==> config.mk <==
export PLATFORM = sky130hd
export DESIGN_NAME = tdc_meas_ctrl
export DESIGN_NICKNAME = d
export VERILOG_FILES = /design/src/rtl/tdc_meas_ctrl.sv
export SDC_FILE = /design/constraint.sdc
export NUM_CORES = 1
export LEC_CHECK = 0
export BUFFER_PORTS_ARGS = -buffer_cell sky130_fd_sc_hd__buf_2
export CELL_PAD_IN_SITES_DETAIL_PLACEMENT = 0
export CELL_PAD_IN_SITES_GLOBAL_PLACEMENT = 1
export CORE_MARGIN = 2
export CORE_UTILIZATION = 39
export DETAILED_ROUTE_END_ITERATION = 16
export GPL_TIMING_DRIVEN = 1
export PLACE_DENSITY_LB_ADDON = 0.1
export RECOVER_POWER = 25
export SYNTH_ARGS = -nofsm -noshare
export SYNTH_HDL_FRONTEND = slang
export SYNTH_SLANG_ARGS = --single-unit
==> constraint.sdc <==
create_clock -name clk -period 4.5 [get_ports clk]
set_clock_uncertainty 0.05 [all_clocks]
set_input_delay 0 -clock clk [delete_from_list [all_inputs] [get_ports clk]]
set_output_delay 0 -clock clk [all_outputs]
set_load 0.1 [all_outputs]
==> src/rtl/tdc_meas_ctrl.sv <==
// tdc_meas_ctrl: burst TDC sequencer (clear, launch, wait, settle, capture) with tap-count averaging.
// Define TDC_BUBBLE_FIX_EN to count leading ones instead of the population count.
module tdc_meas_ctrl #(
    parameter int N_DELAY     = 32,
    parameter int AVG_LOG2    = 3,
    parameter int SETTLE_CYC  = 2,
    parameter int TIMEOUT_CYC = 255,
    localparam int CW         = $clog2(N_DELAY + 1),
    localparam int AW         = CW + AVG_LOG2
) (
    input  logic               clk,
    input  logic               rst_n,
    input  logic               start_req,
    input  logic               tdc_hit,
    input  logic [N_DELAY-1:0] tdc_code,
    input  logic [1:0]         byte_sel,
    output logic               tdc_clr,
    output logic               tdc_arm,
    output logic               busy,
    output logic               result_valid,
    output logic [AW-1:0]      result_sum,
    output logic [CW-1:0]      result_avg,
    output logic               timeout,
    output logic [7:0]         code_byte
);
    localparam int TMAX = TIMEOUT_CYC > SETTLE_CYC ? TIMEOUT_CYC : SETTLE_CYC;
    localparam int TW   = $clog2(TMAX + 1);
    localparam int SW   = AVG_LOG2 + 1;

    typedef enum logic [2:0] {IDLE, CLEAR, LAUNCH, WAIT, SETTLE, CAPTURE, DONE} state_e;

    state_e             state_q;
    logic [TW-1:0]      cnt_q;
    logic [SW-1:0]      smp_q;
    logic [AW-1:0]      acc_q;
    logic [AW-1:0]      acc_d;
    logic [AW-1:0]      sum_q;
    logic [N_DELAY-1:0] last_q;
    logic [CW-1:0]      count_d;
    logic               clr_q;
    logic               arm_q;
    logic               busy_q;
    logic               valid_q;
    logic               timeout_q;

    function automatic logic [CW-1:0] tap_count(input logic [N_DELAY-1:0] c);
        logic [CW-1:0] n;
`ifdef TDC_BUBBLE_FIX_EN
        logic run;
        n   = '0;
        run = 1'b1;
        for (int i = 0; i < N_DELAY; i++) begin
            run = run & c[i];
            n   = n + CW'(run);
        end
`else
        n = '0;
        for (int i = 0; i < N_DELAY; i++) n = n + CW'(c[i]);
`endif
        return n;
    endfunction

    assign count_d = tap_count(tdc_code);
    assign acc_d   = acc_q + AW'(count_d);

    always_ff @(posedge clk) begin
        if (!rst_n) begin
            state_q   <= IDLE;
            cnt_q     <= '0;
            smp_q     <= '0;
            acc_q     <= '0;
            sum_q     <= '0;
            last_q    <= '0;
            clr_q     <= 1'b0;
            arm_q     <= 1'b0;
            busy_q    <= 1'b0;
            valid_q   <= 1'b0;
            timeout_q <= 1'b0;
        end else begin
            clr_q   <= 1'b0;
            arm_q   <= 1'b0;
            valid_q <= 1'b0;
            case (state_q)
                IDLE: if (start_req) begin
                    state_q   <= CLEAR;
                    clr_q     <= 1'b1;
                    busy_q    <= 1'b1;
                    acc_q     <= '0;
                    smp_q     <= '0;
                    timeout_q <= 1'b0;
                end
                CLEAR: begin
                    state_q <= LAUNCH;
                    arm_q   <= 1'b1;
                end
                LAUNCH: begin
                    state_q <= WAIT;
                    cnt_q   <= '0;
                end
                // a hit wins over the timeout on the final wait cycle
                WAIT: if (tdc_hit) begin
                    state_q <= SETTLE;
                    cnt_q   <= '0;
                end else if (cnt_q == TW'(TIMEOUT_CYC - 1)) begin
                    state_q   <= DONE;
                    valid_q   <= 1'b1;
                    sum_q     <= '0;
                    timeout_q <= 1'b1;
                end else begin
                    cnt_q <= cnt_q + 1'b1;
                end
                SETTLE: if (cnt_q == TW'(SETTLE_CYC - 1)) state_q <= CAPTURE;
                        else cnt_q <= cnt_q + 1'b1;
                CAPTURE: begin
                    last_q <= tdc_code;
                    acc_q  <= acc_d;
                    smp_q  <= smp_q + 1'b1;
                    if (smp_q == SW'((1 << AVG_LOG2) - 1)) begin
                        state_q <= DONE;
                        valid_q <= 1'b1;
                        sum_q   <= acc_d;
                    end else begin
                        state_q <= CLEAR;
                        clr_q   <= 1'b1;
                    end
                end
                DONE: begin
                    state_q <= IDLE;
                    busy_q  <= 1'b0;
                end
                default: state_q <= IDLE;
            endcase
        end
    end

    assign tdc_clr      = clr_q;
    assign tdc_arm      = arm_q;
    assign busy         = busy_q;
    assign result_valid = valid_q;
    assign timeout      = timeout_q;
    assign result_sum   = sum_q;
    assign result_avg   = sum_q[AW-1:AVG_LOG2];
    assign code_byte    = 8'({32'b0, last_q} >> {byte_sel, 3'b000});
endmodule

==> results of run 1 <==
logic make-up (layout without fill, tap and decap cells):
| group | after synthesis | in the layout | synth area share |
|---|---|---|---|
| DFF | 70 | 70 | 0.3431 |
| and+or+nand+nor | 153 | 153 | 0.1645 |
| buffers and inverters | 79 | 183 | 0.08364 |
| xor gates and xnor gates | 10 | 10 | 0.02145 |
| AOI/OAI and AO/OA | 96 | 96 | 0.1477 |
| muxes | 12 | 12 | 0.05392 |
| adders and majority gates | 45 | 45 | 0.1857 |
layer usage:
| metal | global-route usage | share of wire | vias to the layer above |
|---|---|---|---|
| met5 | 0 | 0 | - |
| met4 | 0.05639 | 0.016 | 0 |
| met3 | 0.04476 | 0.037 | 14 |
| met2 | 0.2839 | 0.44 | 72 |
| met1 | 0.2948 | 0.51 | 1647 |
| li1 | - | - | 1726 |
registers in the layout (all words and copies together), names as in the netlist:
signal        flops
cnt_q             8
smp_q             4
busy              1
timeout           1
result_valid      1
tdc_arm           1
state_q           3
tdc_clr           1
result_sum        9
last_q           32
acc_q             9
path summary, 6_finish.rpt:
kind / from / endpoint / slack, ns
setup / recovery: tdc_code[26] / result_sum[8] / 0.009
hold / removal: tdc_code[25] / last_q[25] / 0.03
setup reg to reg: acc_q[0] / result_sum[8] / 0.03
hold reg to reg: result_sum[1] / result_sum[1] / 0.40
power by group:
group          internal (µW)  leakage (µW)  total (µW)  switching (µW)
clock                    269      0.000102         528             259
sequential               630      0.000566         644            14.6
combinational            555       0.00147        1180             625
total                   1450       0.00213        2350             898
Yosys cell counts (all sizes together) (3+ instances only):
library cell	n	area share
nand2	85	0.078
dfxtp	70	0.34
a21oi	53	0.065
inv	51	0.047
nor2	36	0.034
fa	26	0.13
ha	19	0.058
o21ai	18	0.022
buf	15	0.025
clkbuf	13	0.012
nand3	11	0.013
mux4	8	0.044
a211oi	7	0.014
xnor2	7	0.015
mux2i	4	0.0098
nand3b	4	0.0074
a31oi	3	0.0046
and2	3	0.0046
and3	3	0.0046
nand2b	3	0.0064
xor2	3	0.0064
layout make-up:
class / count / area [µm²]
inverters: 51 / 191.4
flip-flops and latches: 70 / 1403
well taps: 136 / 170.2
fillers: 1058 / 5105
repair buffers: 116 / 768.2
clock buffers: 10 / 137.6
multi-input cells: 316 / 2395
clock inverters: 6 / 61.31
tightest hold or removal path, stage by stage:
cell     delay [ns]
buf_2          0.09
buf_4          0.09
nand2_1        0.09
a21oi_1        0.13
metrics by stage:
stage	std cells	power, µW
floorplan	465	1462
global placement	655	1771
detailed placement	655	1766
CTS	705	2383
global route	705	2550
finish	705	2352
what timing repair did:
item | CTS | global route
resized for setup | 4 | 6
setup buffers | 0 | 0
pin swaps | 1 | 12
hold buffers | 34 | 0
endpoints found under the setup margin | 8 | 13
endpoints found under the hold margin | 39 | 0
==> qor.txt, run 1 <==
Status = complete, no violations
Die X-Extent = 106.3 µm
Max cap viols = 0
Tightest Pin Transition = 1.188 ns
TritonCTS Buffers = 9
TNS Setup = 0 ns
Post-synth EDFFs = 0
Leakage power = 0.002135 µW
Initial Util = 0.3992
Slew Limit Fails = 0
Most common cell after layout, fill and taps aside = nand2_1
Largest net degree at the start of global routing = 42
Die H = 106.3 µm
Yosys reg bits = 70
Crit end category = register
DIE AREA = 0.01131 mm²
Vias in the first global route = 3290
Gpl congestion = 0.8331
Worst-path clk slew = 0.08 ns
Routed WL = 10720 µm
Crit path DAT = 4.67 ns
Crit share post-route = 0.9981
Post-Syn Nets = 548
Root Buffer = clkbuf_8
GR Overflow Total = 0
FMAX = 222.7 MHz
Worst Hold Depth = 4
DRT antenna net count = 0
CP Launch Type = input port
Yosys warning total = 0
All-Layer GR Usage = 0.1974
Yosys cell types = 47
I/O Pins = 66
Avg WL per Cell = 15.20 µm
Worst hold margin = 0.02720 ns
Critical Path RT = 4.68 ns
Buf/Inv on CP = 3
Worst-path fanout max = 3
First-pass DRT Iterations = 8
Clock period minus worst slack = 4.491 ns
CP delay by family, top = adder cells
Relative slew slack = 0.2112
Register area share after synthesis = 0.3431
Via density = 4.906
Setup CP Type = input port to register
Rows = 37
Violation count after the first detailed-route iteration = 194
Cell Area, Synth = 0.004084 mm²
Most used cell, CP = fa_1
Slowest stage delay, CP = 0.55 ns
Worst vdd ir = 0.0003625 V
Pre-CTS setup slack = -0.3517 ns
N_diodes = 0
First-pass GRT wire length = 17060 µm
CP Cell Sequence = dlygate4sd3_1 > buf_2 > inv_1 > fa_1 > fa_1 > fa_1 > fa_1 > fa_1 > fa_2 > fa_2 > nand2b_4 > a21oi_4 > a31oi_2 > mux2i_1 > o21ai_1
R2R depth = 13
Endpoints failing hold = 0
Clock Sinks = 70
Area of the core = 0.01023 mm²
Top_reg_cell synth = dfxtp_1
Crit-path slowest cell = fa_1
Post-route setup slack = 0.008732 ns
Crit path depth = 15
Design Area, Final = 0.005126 mm²
Mapped Cells = 465
Nets = 647
Via count = 3459
Setup-failing EPs final = 0
Layout cells sized above 1 = 0.1880
Placed Area = 0.004576 mm²
Syn_area_per_cell = 8.783 µm²
RSZ-0062 raised after global routing = true
H-tree Lvls = 3
Hold WC Path Type = input port to register
Port Buffers = 65
Initial antenna violation count = 0
Most frequent cells in the layout = nand2_1, dfxtp_1, a21oi_1
Worst skew pair latency = 0.36 ns
Post-synth ARST share = 0
CTS tree = done
Clock buffer depth = 2
Area growth from synthesis to layout = 25.52%
Pwr dens = 458.8 mW/mm²
DP HPWL = 7556 µm
DRC Markers = 0
Final core occ = 0.5010
Note: power is estimated with default switching activity, not from simulation.
==> inputs of run 2 (changes only) <==
Settings changed: CORE_ASPECT_RATIO set to 0.9, CORE_UTILIZATION 39 to 43.
Clock period 4.5 ns to 4.3 ns, I/O delays scaled along.
==> run 2 against run 1 <==
- the flow now finishes with violations (setup timing)
- combinational power rose by 26%
- clock power up 24%
- worst setup slack got worse by 0.21 ns
- hold slack better by 0.0023 ns
- first-iteration DRC count is 49% lower
- core utilization rose by 6.9 points
- wire length down 2.5%
- final area rose by 1.9%
- final cell count down 1.6%
- flip-flop and latch count unchanged
- sequential share of layout area shrank 0.50 points
- largest power group unchanged
- highest routed layer unchanged
==> qor.txt, run 2 (synthesized netlist as in run 1, its figures left out) <==
H-tree Lvls = 3 (unchanged)
Fill cell count = 886 (-16%)
Status = complete, but fails checks
Relative slew slack = 0.2261 (+0.01497)
Failing checks = setup timing
Area of the core = 0.009166 mm² (-10%)
Most flop-heavy register = last_q
Die H = 96.46 µm (-9.3%)
Most common cell after layout, fill and taps aside = nand2_1
Crit end category = register
Pwr dens = 541.2 mW/mm² (+18%)
Clock buffer depth = 2 (unchanged)
Worst-path fanout max = 3 (unchanged)
Initial antenna violation count = 0 (unchanged)
Vias in the first global route = 3437 (+4.5%)
Critical Path RT = 4.46 ns (-0.22 ns)
DP HPWL = 7449 µm (-1.4%)
DIE AREA = 0.01029 mm² (-9.0%)
Nets = 650 (+0.46%)
Crit-path slowest cell = fa_2
Worst-path clk slew = 0.08 ns (about the same)
Routed WL = 10460 µm (-2.5%)
Setup CP Type = register to register
Avg WL per Cell = 15.07 µm (-0.91%)
Setup-failing EPs final = 13 (+13)
First-pass GRT wire length = 16890 µm (-0.97%)
Violation count after the first detailed-route iteration = 98 (-49%)
CP Cell Sequence = inv_2 > fa_2 > fa_1 > fa_1 > fa_1 > fa_1 > fa_2 > fa_2 > nand2b_4 > a21oi_4 > a31oi_2 > mux2i_1 > a21oi_1
Layout cells sized above 1 = 0.2080 (+0.01999)
Port Buffers = 65 (unchanged)
Largest register FFs = 32 (unchanged)
RSZ-0062 raised after global routing = true
N_diodes = 0 (unchanged)
GR Overflow Total = 0 (unchanged)
Clock period minus worst slack = 4.497 ns
I/O Pins = 66 (unchanged)
Tightest Pin Transition = 1.166 ns (-0.02255 ns)
Worst skew pair latency = 0.35 ns (about the same)
FMAX = 222.4 MHz
First-pass DRT Iterations = 4 (-4)
Via density = 4.977 (+1.4%)
Max cap viols = 0 (unchanged)
Most used cell, CP = fa_1
TNS Setup = -1.628 ns (-1.628 ns)
TritonCTS Buffers = 9 (unchanged)
Area growth from synthesis to layout = 27.85%
Leakage power = 0.002177 µW (+2.0%)
Crit path DAT = 4.65 ns (-0.02 ns)
Crit share post-route = 1.046
DRC Markers = 0 (unchanged)
Endpoints failing hold = 0 (unchanged)
CP Launch Type = register
Slew Limit Fails = 0 (unchanged)
Hold WC Path Type = input port to register
Die X-Extent = 106.7 µm (+0.37%)
Initial Util = 0.4455 (+0.04637)
Rows = 33 (-11%)
All-Layer GR Usage = 0.2145 (+0.01708)
Via count = 3454 (-0.14%)
Slowest stage delay, CP = 0.56 ns (about the same)
Gpl congestion = 0.7898 (-5.2%)
CTS tree = done
Post-route setup slack = -0.1974 ns (-0.2061 ns)
Clock Sinks = 70 (unchanged)
Root Buffer = clkbuf_8
Buf/Inv on CP = 1 (-2)
Most frequent cells in the layout = nand2_1, dfxtp_1, a21oi_1
CP delay by family, top = adder cells
Largest net degree at the start of global routing = 42 (unchanged)
Total chip power = 2826 µW (+20%)
DRT antenna net count = 0 (unchanged)
Worst vdd ir = 0.0005514 V (+52%)
## run 2: changes by cell type in the layout (fill, tap and decap cells not counted), sizes merged
cell      delta
buf          +4
bufinv       +2
clkbuf       -1
clkinv       -1
clkinvlp     -1
## run 2: layout make-up
| type | count | area, µm² | share of cell area |
|---|---|---|---|
| clock buffers | 10 | 137.6 | 0.02636 |
| clock inverters | 6 | 108.9 | 0.02085 |
| inverters | 51 | 191.4 | 0.03666 |
| multi-input cells | 316 | 2430 | 0.4654 |
| flip-flops and latches | 70 | 1403 | 0.2686 |
| well taps | 122 | 152.6 | 0.02924 |
| repair buffers | 119 | 798.3 | 0.1529 |
## run 2: worst paths after layout
path | start | endpoint | slack (ns) | cells past startpoint
worst max-delay path | acc_q[0] | acc_q[8] | -0.20 | 13
worst min register to register | last_q[12] | last_q[12] | 0.40 | 2
worst min-delay path | tdc_code[25] | last_q[25] | 0.03 | 4
worst max register to register | acc_q[0] | acc_q[8] | -0.20 | 13
## run 2: repair_timing
item / in CTS / in global routing
pin swaps: 6 / 5
gates resized for setup: 10 / 11
hold buffers: 34 / 0
hold endpoints to repair: 40 / 0
endpoints found under the setup margin: 15 / 16
buffers inserted: 2 / 2
## run 2: through the flow
stage	hold slack, ns	worst slack, ns	area, µm²	std cells	util
floorplan	0.06515	-0.1968	4116	465	-
global placement	0.2047	-0.5154	4567	640	0.4982
detailed placement	0.2096	-0.5739	4567	640	0.4982
CTS	0.01980	-0.2148	5194	692	0.5666
global route	0.05568	-0.4036	5221	694	0.5696
finish	0.02954	-0.1974	5221	694	0.5696
## run 2: metal layers
layer | track usage | vias up | share of wire
met5 | 0 | - | 0
met4 | 0.06277 | 0 | 0.015
met3 | 0.05567 | 14 | 0.048
met2 | 0.3232 | 64 | 0.44
met1 | 0.3053 | 1645 | 0.49
li1 | - | 1731 | -
## run 2: where the power goes
group / internal [µW] / switching (µW)
sequential: 659 / 15.3
clock: 400 / 257
combinational: 700 / 794
## run 2: worst reg2reg max path, stage by stage, from the launching register on
cell	delay, ns
dfxtp_2	0.34
inv_2	0.04
fa_2	0.56
fa_1	0.43
fa_1	0.48
fa_1	0.53
fa_1	0.43
fa_2	0.37
fa_2	0.36
nand2b_4	0.16
a21oi_4	0.19
a31oi_2	0.11
mux2i_1	0.21
a21oi_1	0.09
